### src/rtl/pr_en_pkg.sv
// Shared constants and types for the pr_en registered 4:1 selector.
package pr_en_pkg;

  localparam int WIDTH_DEF = 8;

  typedef logic [1:0] sel_t;

  localparam sel_t SEL_A = 2'd0;
  localparam sel_t SEL_B = 2'd1;
  localparam sel_t SEL_C = 2'd2;
  localparam sel_t SEL_D = 2'd3;

endpackage

### src/rtl/pr_en_mux4.sv
// Purely combinational 4:1 data selector; an unknown select propagates as all-X.
module pr_en_mux4
  import pr_en_pkg::*;
#(
  parameter int WIDTH = WIDTH_DEF
) (
  input  logic [WIDTH-1:0] a,
  input  logic [WIDTH-1:0] b,
  input  logic [WIDTH-1:0] c,
  input  logic [WIDTH-1:0] d,
  input  sel_t             sel,
  output logic [WIDTH-1:0] y
);

  always_comb begin
    y = 'x;
    case (sel)
      SEL_A:   y = a;
      SEL_B:   y = b;
      SEL_C:   y = c;
      SEL_D:   y = d;
      default: y = 'x;
    endcase
  end

endmodule

### src/rtl/pr_en.sv
// Registered 4:1 selector with an optional registered priority encoder over a > b > c > d.
// The priority encoder is built only when PR_EN_PRIO_EN is defined; otherwise prio_* are tied to 0.
module pr_en
  import pr_en_pkg::*;
#(
  parameter int WIDTH = WIDTH_DEF
) (
  input  logic             clk,
  input  logic             rst,
  input  logic [WIDTH-1:0] a,
  input  logic [WIDTH-1:0] b,
  input  logic [WIDTH-1:0] c,
  input  logic [WIDTH-1:0] d,
  input  sel_t             sel,
  output logic [WIDTH-1:0] out,
  output logic [1:0]       prio_idx,
  output logic             prio_vld
);

  logic [WIDTH-1:0] mux_p0;

  pr_en_mux4 #(.WIDTH(WIDTH)) u_mux (
    .a   (a),
    .b   (b),
    .c   (c),
    .d   (d),
    .sel (sel),
    .y   (mux_p0)
  );

  // p0 -> p1: selected data register
  always_ff @(posedge clk or posedge rst) begin
    if (rst) out <= '0;
    else     out <= mux_p0;
  end

`ifdef PR_EN_PRIO_EN
  // Returns {vld, idx}; all-zero inputs give {0, 0}.
  function automatic logic [2:0] prio_enc(input logic [WIDTH-1:0] va, input logic [WIDTH-1:0] vb,
                                          input logic [WIDTH-1:0] vc, input logic [WIDTH-1:0] vd);
    if      (va != '0) prio_enc = 3'b1_00;
    else if (vb != '0) prio_enc = 3'b1_01;
    else if (vc != '0) prio_enc = 3'b1_10;
    else if (vd != '0) prio_enc = 3'b1_11;
    else               prio_enc = 3'b0_00;
  endfunction

  logic [2:0] prio_p0;
  assign prio_p0 = prio_enc(a, b, c, d);

  // p0 -> p1: priority result register
  always_ff @(posedge clk or posedge rst) begin
    if (rst) begin
      prio_idx <= 2'd0;
      prio_vld <= 1'b0;
    end else begin
      prio_idx <= prio_p0[1:0];
      prio_vld <= prio_p0[2];
    end
  end
`else
  assign prio_idx = 2'd0;
  assign prio_vld = 1'b0;
`endif

endmodule

### config.mk
export PLATFORM = sky130hd
export DESIGN_NAME = pr_en
export DESIGN_NICKNAME = d
export VERILOG_FILES = /design/src/rtl/pr_en_pkg.sv /design/src/rtl/pr_en_mux4.sv /design/src/rtl/pr_en.sv
export SDC_FILE = /design/constraint.sdc
export NUM_CORES = 1
export LEC_CHECK = 0
export ABC_AREA = 1
export BUFFER_PORTS_ARGS = -buffer_cell sky130_fd_sc_hd__buf_2
export CORE_MARGIN = 3
export CORE_UTILIZATION = 35
export DETAILED_ROUTE_END_ITERATION = 6
export GPL_ROUTABILITY_DRIVEN = 0
export HOLD_SLACK_MARGIN = 0.08
export PLACE_DENSITY_LB_ADDON = 0.1
export SLEW_MARGIN = 10
export SYNTH_ARGS = -nofsm -noshare
export SYNTH_HDL_FRONTEND = slang
export SYNTH_SLANG_ARGS = --single-unit
### constraint.sdc
create_clock -name clk -period 1.2 [get_ports clk]
set_clock_uncertainty 0.1 [all_clocks]
set_input_delay 0.12 -clock clk [delete_from_list [all_inputs] [get_ports clk]]
set_output_delay 0.12 -clock clk [all_outputs]
set_load 0.02 [all_outputs]
Yosys cells after proc, flatten, opt, wreduce, memory -nomap -nowiden
Index checks and enable logic that the tools add are counted.
Storage, ports and cells
  flip-flop bits (word level): 8
  input port bits: 36
  output and inout port bits: 11
  logic and storage cells: 6
Cells by class
  equal/unequal tests: 3
  mux-type cells: 1
  reductions and logical operators: 1
Operators by type and width (count)
  case mux 8 bit (4 select lines): 1
  == test 2 bit, second input constant: 2
  == test 2 x 1 -> 1 bit, second input constant: 1
  logical NOT 2 bit: 1

Depth between registers and ports, before layout
Gate-level depths: netlist of the first run.
  depth after elaboration: 2
  depth in mapped cells: 4
  gate-level depth less buffers: 3

Cells and area by module
A second synthesis of the first run with hierarchy kept.
Unflattened totals
  cells, all modules: 60
  area total of the unflattened synthesis: 494.2 um2
By module, submodules not included
  pr_en_mux4: instances 1, cells an instance 47, area each 264.0 um2, seq. area each 0.0 um2
  pr_en: instances 1, cells an instance 13, area each 230.2 um2, seq. area each 200.2 um2

Least setup slack after synthesis of the first run
OpenSTA, ideal clock, no wires.
  path kind: input -> register
  from: input sel[1]
  to: register out[0]
  setup time: 0.130 ns
  arrival time: 0.520 ns
  required time: 0.970 ns
  slack: 0.450 ns
  stages on the path: 4
  path buffers: 2
  path through: buf_6 > buf_12 > nand3_1 > nand4_1
Between the ends
  word-level cells in the longest chain between the ends: 2
  elaborated cells on any way between the ends: 5
RTL lines
  from (decl): line pr_en.sv:14  | input sel_t sel,
  == test 2 bit (tied with other cells): line pr_en_mux4.sv:17  | case (sel)
  case mux 8 bit (4 select lines) (*): line pr_en_mux4.sv:17
  named net mux_p0[0]: line pr_en.sv:20  | logic [WIDTH-1:0] mux_p0;
  to (signal assigned): line pr_en.sv:34  | else out <= mux_p0;
  to (decl): line pr_en.sv:15  | output logic [WIDTH-1:0] out,
Mark *: on every way through the listed nets, which the timed path passes. The rest lies on a longest branch.

Final worst setup path of the first run
  from: register out[0]
  to: output out[0]
No word-level cell between the ends.

==> results of run 1 <==
==> metal layers <==
| layer | vias to the layer above | wire length (µm) | track usage [%] |
|---|---|---|---|
| met2 | 40 | 1090 | 41.0 |
| met4 | 0 | 24 | 7.02 |
| met1 | 339 | 719 | 26.6 |
| met3 | 4 | 168 | 5.18 |
| li1 | 359 | - | - |
| met5 | - | 0 | 0 |
==> final timing paths <==
| check | startpoint | endpoint | cells after the start |
|---|---|---|---|
| max | out[0] | out[0] | 1 |
| max in group asynchronous | rst | out[7] | 3 |
| min | sel[1] | out[0] | 3 |
| min in group asynchronous | rst | out[3] | 3 |
==> layout make-up <==
type	count	area (µm²)	area share, %
Clock buffer	3	22.5	2.16
Inverter	3	11.3	1.08
Multi-Input combinational cell	44	238	22.8
Sequential cell	8	200	19.2
Tap cell	15	18.8	1.80
Timing Repair Buffer	77	553	53.0
==> power breakdown <==
group | switching, mW | total [mW] | internal (mW)
logic | 0.145 | 0.300 | 0.155
clock network | 0.0831 | 0.197 | 0.114
registers | 0.00609 | 0.303 | 0.297
total | 0.234 | 0.800 | 0.566
==> timing repair <==
| action | 4_1_cts | 5_1_grt |
|---|---|---|
| setup endpoints to repair | 0 | 0 |
| gates resized for setup | 0 | 0 |
| hold endpoints to repair | 16 | 0 |
| hold buffers | 33 | 0 |
==> metrics by stage <==
step	instance area [µm²]	utilization (%)	std cells	worst slack, ns	hold WS [ns]
final	1040	77.3	150	0.213	0.200
after global routing	1040	77.3	150	0.188	0.210
after CTS	1040	77.3	150	0.214	0.192
after detailed placement	691	51.2	114	0.165	-0.0230
after global placement	691	51.2	114	0.177	-0.0276
after floorplan	534	-	62	0.450	-0.164
==> logic make-up after synthesis <==
| family | share of synthesized area [%] |
|---|---|
| buffers and inverters | 18.3 |
| other | 0.712 |
| and+or+nand+nor | 43.0 |
| DFF | 38.0 |
==> cell usage in the layout, fill, tap and decap left out <==
cell                             n
sky130_fd_sc_hd__dfrtp_1         8
sky130_fd_sc_hd__buf_2          43
sky130_fd_sc_hd__dlygate4sd3_1  33
sky130_fd_sc_hd__nand2_1         8
sky130_fd_sc_hd__conb_1          3
sky130_fd_sc_hd__buf_4           1
sky130_fd_sc_hd__nand3_2         3
sky130_fd_sc_hd__inv_1           1
sky130_fd_sc_hd__nand3_1        21
sky130_fd_sc_hd__inv_2           2
sky130_fd_sc_hd__clkbuf_4        3
sky130_fd_sc_hd__nand4_1         8
sky130_fd_sc_hd__nor2_4          1
==> run_summary.xml, run 1 <==
<?xml version="1.0" encoding="UTF-8"?>
<metrics>
  <group name="run_status">
    <metric name="status" unit="">finished, final reports clean</metric>
  </group>
  <group name="worst_setup_path">
    <metric name="timing.critical_path.arrival" unit="ns">0.77</metric>
    <metric name="worst-path-max-fanout" unit="">1</metric>
    <metric name="crit_path_capture_type" unit="">output port</metric>
    <metric name="series_of_cell_instances_along_the_critical_path" unit="">buf_2</metric>
    <metric name="cp_top_family" unit="">flip-flops</metric>
    <metric name="critical-path-max-stage-delay" unit="ns">0.36</metric>
    <metric name="timing.critical_path.buf_inv" unit="">1</metric>
    <metric name="critical_path_required" unit="ns">0.98</metric>
    <metric name="setup.worst_path.start_class" unit="">flop</metric>
    <metric name="setup.worst_path.class" unit="">flop to output port</metric>
    <metric name="crit_path_top_delay_cell" unit="">sky130_fd_sc_hd__dfrtp_1</metric>
  </group>
  <group name="yosys">
    <metric name="synth_largest_type_area_fraction" unit="%">38.0</metric>
    <metric name="yosysSeqAreaShare" unit="%">38.0</metric>
    <metric name="post_synth_instance_area" unit="µm²">527</metric>
    <metric name="avgSynthCellArea" unit="µm²">8.78</metric>
    <metric name="postSynthRegisterBits" unit="">8</metric>
    <metric name="synth.top_cells.by_area" unit="">sky130_fd_sc_hd__dfrtp_1 38%, sky130_fd_sc_hd__nand3_1 20%, sky130_fd_sc_hd__nand4_1 9.5%, sky130_fd_sc_hd__buf_12 7.6%, sky130_fd_sc_hd__nand3_2 5.7%</metric>
    <metric name="synth-async-reset-ratio" unit="%">100</metric>
    <metric name="postSynthCellCount" unit="">60</metric>
    <metric name="synthMostInstantiatedCell" unit="">sky130_fd_sc_hd__nand3_1</metric>
    <metric name="yosys.area.top_type" unit="">sky130_fd_sc_hd__dfrtp_1</metric>
    <metric name="netlist_top_cells_count" unit="">21 x sky130_fd_sc_hd__nand3_1, 8 x sky130_fd_sc_hd__dfrtp_1, 8 x sky130_fd_sc_hd__nand2_1, 8 x sky130_fd_sc_hd__nand4_1</metric>
    <metric name="synth-edff-count" unit="">0</metric>
    <metric name="synth_cell_types" unit="">12</metric>
    <metric name="ys.flop_type" unit="">sky130_fd_sc_hd__dfrtp_1</metric>
    <metric name="yosysWarnings" unit="">0</metric>
  </group>
  <group name="detailed_routing">
    <metric name="route.detailed.vias_per_inst" unit="">4.95</metric>
    <metric name="number_of_drc_violations_after_detailed_routing" unit="">0</metric>
    <metric name="average_wire_per_cell_in_the_routed_design" unit="µm">13.3</metric>
    <metric name="initialDrtViolationCount" unit="">19</metric>
    <metric name="drt-pass1-iter-count" unit="">4</metric>
    <metric name="drt-total-wl" unit="µm">2000</metric>
    <metric name="vias" unit="">742</metric>
    <metric name="ant_nets" unit="">0</metric>
  </group>
  <group name="sta">
    <metric name="finalHoldViolations" unit="">0</metric>
    <metric name="post-route-period-util" unit="%">82.2</metric>
    <metric name="finalMaxSlewViolations" unit="">0</metric>
    <metric name="max_clock_freq" unit="GHz">1.01</metric>
    <metric name="setup-violations-final" unit="">0</metric>
    <metric name="timing.setup.tns" unit="ns">0</metric>
    <metric name="grt_setup_unrepaired" unit="">no</metric>
    <metric name="layout_min_cycle_time" unit="ns">0.987</metric>
  </group>
  <group name="grt">
    <metric name="grt_pass1_wl" unit="µm">3330</metric>
    <metric name="total_grt_usage" unit="%">22.8</metric>
    <metric name="antenna_found_initial" unit="">0</metric>
    <metric name="grt.overflow.total" unit="">0</metric>
    <metric name="grt_max_degree" unit="">19</metric>
    <metric name="first_global_vias" unit="">759</metric>
  </group>
  <group name="job">
    <metric name="max_cap_violations" unit="">0</metric>
  </group>
  <group name="floorplanning">
    <metric name="row_count" unit="">13</metric>
    <metric name="die_x" unit="µm">44.8</metric>
    <metric name="floorplan.io_pins" unit="">47</metric>
    <metric name="chipHeight" unit="µm">44.8</metric>
    <metric name="core_area" unit="µm²">1350</metric>
    <metric name="die-area" unit="µm²">2010</metric>
    <metric name="initial_utilization" unit="%">39.0</metric>
  </group>
  <group name="final_layout">
    <metric name="area.growth.synth_to_final" unit="%">98.1</metric>
    <metric name="drive_gt1_share" unit="%">39.3</metric>
    <metric name="finish.net_count" unit="">173</metric>
    <metric name="insertedDiodeCount" unit="">0</metric>
    <metric name="largest_registers" unit="">out: 8 flops</metric>
    <metric name="regMostFlops" unit="">out</metric>
    <metric name="largest_register_ffs" unit="">8</metric>
    <metric name="num-fill-cells" unit="">100</metric>
  </group>
  <group name="clocking">
    <metric name="clock-sinks" unit="">8</metric>
    <metric name="cts_tree" unit="">built</metric>
    <metric name="cts_h_tree_depth" unit="">1</metric>
    <metric name="cts.reportedPaths.clkPinSlew" unit="ns">0.05</metric>
    <metric name="cts_buffer_depth" unit="">2</metric>
    <metric name="cts.repair_timing.setup_buffer_count" unit="">0</metric>
    <metric name="cts.root.buffer_cell" unit="">sky130_fd_sc_hd__clkbuf_4</metric>
    <metric name="cts_buffers" unit="">3</metric>
  </group>
  <group name="pwr">
    <metric name="vdd.ir_drop.worst" unit="µV">373</metric>
    <metric name="report.power.total" unit="mW">0.800</metric>
    <metric name="power_density_over_cell_area" unit="nW/µm²">767</metric>
    <metric name="power.static_leakage" unit="nW">0.520</metric>
  </group>
  <group name="placement">
    <metric name="placement.io_buffers" unit="">43</metric>
    <metric name="hpwl" unit="µm">1170</metric>
  </group>
  <group name="worst_hold_path">
    <metric name="hold_class" unit="">primary input to flop</metric>
  </group>
</metrics>
Note: power is estimated with default switching activity, not from simulation.
==> run 2, diff against run 1 <==
--- a/config.mk
+++ b/config.mk
@@ -5,10 +5,10 @@
 export SDC_FILE = /design/constraint.sdc
 export NUM_CORES = 1
 export LEC_CHECK = 0
-export ABC_AREA = 1
+export ABC_AREA = 0
 export BUFFER_PORTS_ARGS = -buffer_cell sky130_fd_sc_hd__buf_2
 export CORE_MARGIN = 3
-export CORE_UTILIZATION = 35
+export CORE_UTILIZATION = 29
 export DETAILED_ROUTE_END_ITERATION = 6
 export GPL_ROUTABILITY_DRIVEN = 0
 export HOLD_SLACK_MARGIN = 0.08
==> constraint.sdc (replaced) <==
create_clock -name clk -period 0.9 [get_ports clk]
set_clock_uncertainty 0.1 [all_clocks]
set_input_delay 0.09 -clock clk [delete_from_list [all_inputs] [get_ports clk]]
set_output_delay 0.09 -clock clk [all_outputs]
set_load 0.02 [all_outputs]
==> run 2 against run 1 <==
Compared with the run above:
- global-route usage shrank 11 points
- critical path depth did not move
- synthesized area shrank 19%
- the flow now finishes with violations (setup timing)
- clock-buffer cell count did not move
- flip-flop and latch count unchanged
- final area down 32%
- setup slack got worse by 0.25 ns
- sequential power grew 36%
- power rose by 20%
- highest routed layer unchanged
- die area is 2.0% lower
==> run_summary.xml, run 2 <==
<?xml version="1.0" encoding="UTF-8"?>
<metrics>
  <group name="worst_setup_path">
    <metric name="setup.worst_path.start_class" unit="">flop</metric>
    <metric name="timing.critical_path.from" unit="">out[1]</metric>
    <metric name="worst-path-max-fanout" unit="">1</metric>
    <metric name="cp_top_family" unit="">flip-flops</metric>
    <metric name="worstSetupPathDepth" unit="">1</metric>
    <metric name="crit_path_to" unit="">out[1]</metric>
    <metric name="setup.worst_path.class" unit="">flop to output port</metric>
    <metric name="timing.critical_path.buf_inv" unit="">1</metric>
    <metric name="crit_path_capture_type" unit="">output port</metric>
    <metric name="crit_path_top_delay_cell" unit="">sky130_fd_sc_hd__dfrtp_1</metric>
    <metric name="critical-path-max-stage-delay" unit="ns">0.37</metric>
    <metric name="timing.critical_path.arrival" unit="ns">0.74</metric>
    <metric name="series_of_cell_instances_along_the_critical_path" unit="">buf_6</metric>
    <metric name="critical_path_required" unit="ns">0.71</metric>
  </group>
  <group name="final_layout">
    <metric name="layoutNonFillerInstCount" unit="">82</metric>
    <metric name="regMostFlops" unit="">out</metric>
    <metric name="largest_register_ffs" unit="">8</metric>
    <metric name="final_common_cell" unit="">sky130_fd_sc_hd__buf_2</metric>
    <metric name="drive_gt1_share" unit="%">80.6</metric>
    <metric name="largest_registers" unit="">out: 8 flops</metric>
    <metric name="finish.net_count" unit="">105</metric>
    <metric name="insertedDiodeCount" unit="">0</metric>
    <metric name="area.growth.synth_to_final" unit="%">67.4</metric>
    <metric name="most-common-layout-cells" unit="">34 x sky130_fd_sc_hd__buf_2, 8 x sky130_fd_sc_hd__mux4_2, 8 x sky130_fd_sc_hd__dfrtp_1, 8 x sky130_fd_sc_hd__buf_6, 4 x sky130_fd_sc_hd__clkbuf_4</metric>
  </group>
  <group name="detailed_routing">
    <metric name="drt-pass1-iter-count" unit="">1</metric>
    <metric name="route.layer.met1.wl" unit="µm">289</metric>
    <metric name="initialDrtViolationCount" unit="">0</metric>
    <metric name="met2WireLength" unit="µm">548</metric>
    <metric name="top_signal_layer_used" unit="">met4</metric>
    <metric name="vias" unit="">363</metric>
    <metric name="drt-total-wl" unit="µm">949</metric>
    <metric name="ant_nets" unit="">0</metric>
    <metric name="number_of_drc_violations_after_detailed_routing" unit="">0</metric>
    <metric name="route.detailed.vias_per_inst" unit="">4.43</metric>
    <metric name="wl_met3" unit="µm">103</metric>
    <metric name="average_wire_per_cell_in_the_routed_design" unit="µm">11.6</metric>
  </group>
  <group name="sta">
    <metric name="finalMaxSlewViolations" unit="">0</metric>
    <metric name="hold-worst-slack" unit="ns">0.0653</metric>
    <metric name="grt_setup_unrepaired" unit="">yes</metric>
    <metric name="finalHoldViolations" unit="">0</metric>
    <metric name="timing.setup.tns" unit="ns">-0.197</metric>
    <metric name="max_clock_freq" unit="GHz">1.07</metric>
    <metric name="layout_min_cycle_time" unit="ns">0.933</metric>
    <metric name="setup_slack" unit="ns">-0.0327</metric>
    <metric name="setup-violations-final" unit="">8</metric>
    <metric name="post-route-period-util" unit="%">104</metric>
  </group>
  <group name="clocking">
    <metric name="cts_h_tree_depth" unit="">1</metric>
    <metric name="cts_buffers" unit="">3</metric>
    <metric name="cts_tree" unit="">built</metric>
    <metric name="cts.reportedPaths.clkPinSlew" unit="ns">0.05</metric>
    <metric name="cts.root.buffer_cell" unit="">sky130_fd_sc_hd__clkbuf_4</metric>
    <metric name="cts_hold_buf" unit="">1</metric>
    <metric name="clock-sinks" unit="">8</metric>
    <metric name="cts_buffer_depth" unit="">2</metric>
  </group>
  <group name="yosys">
    <metric name="yosysSeqAreaShare" unit="%">46.9</metric>
    <metric name="synth-async-reset-ratio" unit="%">100</metric>
    <metric name="post_synth_instance_area" unit="µm²">427</metric>
    <metric name="avgSynthCellArea" unit="µm²">18.6</metric>
    <metric name="postSynthRegisterBits" unit="">8</metric>
    <metric name="yosys.area.top_type" unit="">sky130_fd_sc_hd__dfrtp_1</metric>
    <metric name="synth-edff-count" unit="">0</metric>
    <metric name="synth.top_cells.by_area" unit="">sky130_fd_sc_hd__dfrtp_1 47%, sky130_fd_sc_hd__mux4_2 42%, sky130_fd_sc_hd__buf_4 5.3%, sky130_fd_sc_hd__buf_6 2.6%, sky130_fd_sc_hd__clkbuf_2 1.2%</metric>
    <metric name="netlist_top_cells_count" unit="">8 x sky130_fd_sc_hd__dfrtp_1, 8 x sky130_fd_sc_hd__mux4_2, 3 x sky130_fd_sc_hd__buf_4</metric>
    <metric name="yosysWarnings" unit="">0</metric>
    <metric name="postSynthCellCount" unit="">23</metric>
    <metric name="synth_cell_types" unit="">7</metric>
    <metric name="synth_largest_type_area_fraction" unit="%">46.9</metric>
    <metric name="ys.flop_type" unit="">sky130_fd_sc_hd__dfrtp_1</metric>
  </group>
  <group name="pwr">
    <metric name="clock_power_share" unit="%">26.1</metric>
    <metric name="vdd.ir_drop.worst" unit="µV">445</metric>
    <metric name="internal-power" unit="mW">0.728</metric>
    <metric name="switching_part_of_the_total_power" unit="%">24.4</metric>
    <metric name="power_density_over_cell_area" unit="nW/µm²">1350</metric>
    <metric name="combPwrFrac" unit="%">31.1</metric>
    <metric name="power.static_leakage" unit="nW">0.364</metric>
    <metric name="power.sequential.fraction" unit="%">42.9</metric>
    <metric name="power_switching" unit="mW">0.235</metric>
  </group>
  <group name="grt">
    <metric name="grt.overflow.total" unit="">0</metric>
    <metric name="total_grt_usage" unit="%">11.9</metric>
    <metric name="antenna_found_initial" unit="">0</metric>
    <metric name="first_global_vias" unit="">415</metric>
    <metric name="grt_pass1_wl" unit="µm">1630</metric>
    <metric name="grt_max_degree" unit="">9</metric>
  </group>
  <group name="floorplanning">
    <metric name="core_area" unit="µm²">1330</metric>
    <metric name="initial_utilization" unit="%">32.0</metric>
    <metric name="floorplan.io_pins" unit="">47</metric>
    <metric name="die_x" unit="µm">44.4</metric>
    <metric name="die-area" unit="µm²">1970</metric>
    <metric name="row_count" unit="">13</metric>
    <metric name="chipHeight" unit="µm">44.4</metric>
  </group>
  <group name="job">
    <metric name="max_cap_violations" unit="">0</metric>
  </group>
  <group name="run_status">
    <metric name="failed_checks" unit="">setup timing</metric>
    <metric name="status" unit="">finished with violations</metric>
  </group>
  <group name="worst_hold_path">
    <metric name="hold_class" unit="">primary input to flop</metric>
  </group>
  <group name="placement">
    <metric name="placement.io_buffers" unit="">43</metric>
    <metric name="dp_worst_setup_slack" unit="ns">-0.237</metric>
    <metric name="placedCellCount" unit="">78</metric>
  </group>
</metrics>
[run 2: logic make-up after synthesis]
| logic type | after synthesis | synth area share (%) |
|---|---|---|
| multiplexers | 8 | 42.2 |
| other | 1 | 0.879 |
| flip-flops | 8 | 46.9 |
| buffers and inverters | 6 | 9.97 |
[run 2: layer usage]
metal	vias up	GRT usage [%]
li1	172	-
met1	168	11.9
met2	21	20.3
met3	2	4.88
met4	0	7.23
met5	-	0
[run 2: worst min path at each step]
stage               start      to  slack, ns  cells past startpoint
floorplan             rst  out[0]      -0.19                      1
global placement      rst  out[2]      -0.06                      2
detailed placement    rst  out[5]      -0.06                      2
CTS                  c[4]  out[4]       0.06                      2
global route         c[3]  out[3]       0.05                      2
finish               c[4]  out[4]       0.07                      2
[run 2: repair_timing]
| item | CTS | global route |
|---|---|---|
| hold endpoints to repair | 16 | 8 |
| setup endpoints to repair | 8 | 14 |
| buffers inserted | 0 | 0 |
| gates resized for setup | 16 | 1 |
[run 2: power by group through the flow]
stage	Combinational (mW)	Clock [mW]	Sequential (mW)
after global routing	0.325	0.303	0.416
final	0.299	0.251	0.413
after CTS	0.303	0.269	0.413
after global placement	0.256	0	0.409
after detailed placement	0.257	0	0.409
after floorplan	0.112	0	0.461
[run 2: layout make-up]
class                           instances  area [µm²]
Clock buffer                            3        22.5
Tap cell                               15        18.8
Sequential cell                         8         200
Multi-Input combinational cell         11         191
Timing Repair Buffer                   44         278
Inverter                                1        3.75
Fill cell                             119         619
[run 2: metrics by stage]
step,util (%),cell area [µm²],power (mW)
6_report,53.6,714,0.963
5_1_grt,53.6,714,1.04
4_1_cts,53.4,712,0.984
3_5_place_dp,47.2,629,0.666
3_3_place_gp,47.2,629,0.665
2_1_floorplan,-,443,0.572
==> run 3, diff against run 2 <==
==> constraint.sdc (replaced) <==
create_clock -name clk -period 0.9 [get_ports clk]
set_clock_uncertainty 0.1 [all_clocks]
set_input_delay 0.045 -clock clk [delete_from_list [all_inputs] [get_ports clk]]
set_output_delay 0.045 -clock clk [all_outputs]
set_load 0.02 [all_outputs]
==> run 3 against run 2 <==
Compared with the run above:
- the run now ends clean
- non-clock buffer count unchanged
- setup slack improved by 0.041 ns
- clock-buffer cell count stayed put
- cell count is the same
- first-iteration DRC count stayed put
- clock power increased by 3%
- routed wire length is 0.32% lower
- critical path depth is the same
==> run_summary.xml, run 3 (synthesis gave the netlist of run 2 again) <==
<?xml version="1.0" encoding="UTF-8"?>
<metrics>
  <group name="floorplanning">
    <metric name="chipHeight" unit="µm">44.4</metric>
    <metric name="initial_utilization" unit="%">32.0</metric>
    <metric name="die-area" unit="µm²">1970</metric>
    <metric name="floorplan.io_pins" unit="">47</metric>
    <metric name="row_count" unit="">13</metric>
    <metric name="die_x" unit="µm">44.4</metric>
    <metric name="core_area" unit="µm²">1330</metric>
  </group>
  <group name="final_layout">
    <metric name="fin_util" unit="%">53.4</metric>
    <metric name="multi_input_gate_area" unit="µm²">191</metric>
    <metric name="layoutNonFillerInstCount" unit="">82</metric>
    <metric name="register_cell_area_after_layout" unit="µm²">200</metric>
    <metric name="insertedDiodeCount" unit="">0</metric>
    <metric name="drive_gt1_share" unit="%">80.6</metric>
    <metric name="finalInstanceArea" unit="µm²">712</metric>
    <metric name="regMostFlops" unit="">out</metric>
    <metric name="largest_registers" unit="">out: 8 flops</metric>
    <metric name="most-common-layout-cells" unit="">35 x sky130_fd_sc_hd__buf_2, 8 x sky130_fd_sc_hd__mux4_2, 8 x sky130_fd_sc_hd__dfrtp_1, 8 x sky130_fd_sc_hd__buf_6</metric>
    <metric name="area.growth.synth_to_final" unit="%">66.9</metric>
    <metric name="num-fill-cells" unit="">111</metric>
    <metric name="final_common_cell" unit="">sky130_fd_sc_hd__buf_2</metric>
    <metric name="largest_register_ffs" unit="">8</metric>
    <metric name="finish.net_count" unit="">105</metric>
  </group>
  <group name="clocking">
    <metric name="cts_buffer_depth" unit="">2</metric>
    <metric name="cts.root.buffer_cell" unit="">sky130_fd_sc_hd__clkbuf_4</metric>
    <metric name="cts_h_tree_depth" unit="">1</metric>
    <metric name="cts_buffers" unit="">3</metric>
    <metric name="cts_hold_buf" unit="">1</metric>
    <metric name="clock-sinks" unit="">8</metric>
    <metric name="cts.repair_timing.setup_buffer_count" unit="">0</metric>
    <metric name="cts.reportedPaths.clkPinSlew" unit="ns">0.05</metric>
    <metric name="cts_tree" unit="">built</metric>
  </group>
  <group name="sta">
    <metric name="layout_min_cycle_time" unit="ns">0.891</metric>
    <metric name="finalMaxSlewViolations" unit="">0</metric>
    <metric name="timing.setup.tns" unit="ns">0</metric>
    <metric name="hold-worst-slack" unit="ns">0.0131</metric>
    <metric name="grt_setup_unrepaired" unit="">yes</metric>
    <metric name="post-route-period-util" unit="%">99.0</metric>
    <metric name="max_clock_freq" unit="GHz">1.12</metric>
    <metric name="setup-violations-final" unit="">0</metric>
    <metric name="finalHoldViolations" unit="">0</metric>
  </group>
  <group name="job">
    <metric name="max_cap_violations" unit="">0</metric>
  </group>
  <group name="pwr">
    <metric name="switching_part_of_the_total_power" unit="%">25.1</metric>
    <metric name="internal-power" unit="mW">0.727</metric>
    <metric name="power_density_over_cell_area" unit="nW/µm²">1360</metric>
    <metric name="power.static_leakage" unit="nW">0.363</metric>
    <metric name="power_switching" unit="mW">0.243</metric>
    <metric name="vdd.ir_drop.worst" unit="µV">390</metric>
    <metric name="clock_power_share" unit="%">26.7</metric>
    <metric name="combPwrFrac" unit="%">30.8</metric>
    <metric name="power.sequential.fraction" unit="%">42.5</metric>
  </group>
  <group name="placement">
    <metric name="placement.io_buffers" unit="">43</metric>
    <metric name="placedCellCount" unit="">78</metric>
    <metric name="place_area" unit="µm²">629</metric>
  </group>
  <group name="detailed_routing">
    <metric name="drt-total-wl" unit="µm">946</metric>
    <metric name="average_wire_per_cell_in_the_routed_design" unit="µm">11.5</metric>
    <metric name="ant_nets" unit="">0</metric>
    <metric name="number_of_drc_violations_after_detailed_routing" unit="">0</metric>
    <metric name="initialDrtViolationCount" unit="">0</metric>
    <metric name="route.detailed.vias_per_inst" unit="">4.52</metric>
    <metric name="drt-pass1-iter-count" unit="">1</metric>
    <metric name="vias" unit="">371</metric>
  </group>
  <group name="worst_setup_path">
    <metric name="critical_path_required" unit="ns">0.75</metric>
    <metric name="timing.critical_path.buf_inv" unit="">1</metric>
    <metric name="critical-path-max-stage-delay" unit="ns">0.37</metric>
    <metric name="setup.worst_path.class" unit="">flop to output port</metric>
    <metric name="crit_path_top_delay_cell" unit="">sky130_fd_sc_hd__dfrtp_1</metric>
    <metric name="series_of_cell_instances_along_the_critical_path" unit="">buf_6</metric>
    <metric name="crit_path_capture_type" unit="">output port</metric>
    <metric name="timing.critical_path.arrival" unit="ns">0.75</metric>
    <metric name="cp_top_family" unit="">flip-flops</metric>
    <metric name="worst-path-max-fanout" unit="">1</metric>
    <metric name="setup.worst_path.start_class" unit="">flop</metric>
  </group>
  <group name="grt">
    <metric name="antenna_found_initial" unit="">0</metric>
    <metric name="grt_max_degree" unit="">9</metric>
    <metric name="first_global_vias" unit="">372</metric>
    <metric name="grt.overflow.total" unit="">0</metric>
    <metric name="total_grt_usage" unit="%">10.1</metric>
    <metric name="grt_pass1_wl" unit="µm">1380</metric>
  </group>
  <group name="run_status">
    <metric name="status" unit="">finished, final reports clean</metric>
  </group>
  <group name="worst_hold_path">
    <metric name="hold_class" unit="">primary input to flop</metric>
  </group>
</metrics>
==> run 3: power groups by stage <==
stage	registers (mW)	logic [mW]	clock network [mW]
CTS	0.411	0.298	0.277
global route	0.415	0.320	0.288
global placement	0.411	0.255	0
finish	0.412	0.299	0.259
detailed placement	0.409	0.257	0
floorplan	0.461	0.107	0
==> run 3: per-layer routing <==
layer	GRT usage, %	wire length, µm	up-vias
li1	-	-	171
met1	11.2	299	178
met2	16.6	556	22
met3	2.44	90	0
met4	7.23	0	0
met5	0	0	-
==> run 3: path summary, 6_finish.rpt <==
check | to | cells after the start | start | slack (ns)
max in group asynchronous | out[5] | 3 | rst | 0.29
hold / removal | out[3] | 2 | a[3] | 0.01
min in group asynchronous | out[4] | 3 | rst | 0.19
setup / recovery | out[6] | 1 | out[6] | 0.009
==> run 3: timing repair <==
item                       CTS  global route
hold endpoints to repair    16             8
gates resized for setup     14             2
pin swaps                    0             0
setup endpoints to repair    7             8
gates cloned                 0             0
==> run 3: final cells by class <==
type                       instances  area share [%]
tap                               15            2.64
multi-input combinational         11            26.9
sequential                         8            28.1
clock buffer                       3            3.16
inverter                           1           0.527
timing repair buffer              44            38.7
==> run 3: through the flow <==
stage | setup slack [ns] | power, mW
global route | -0.0187 | 1.02
finish | 0.00865 | 0.971
floorplan | 0.00295 | 0.568
global placement | -0.176 | 0.667
detailed placement | -0.188 | 0.666
CTS | -0.00425 | 0.986
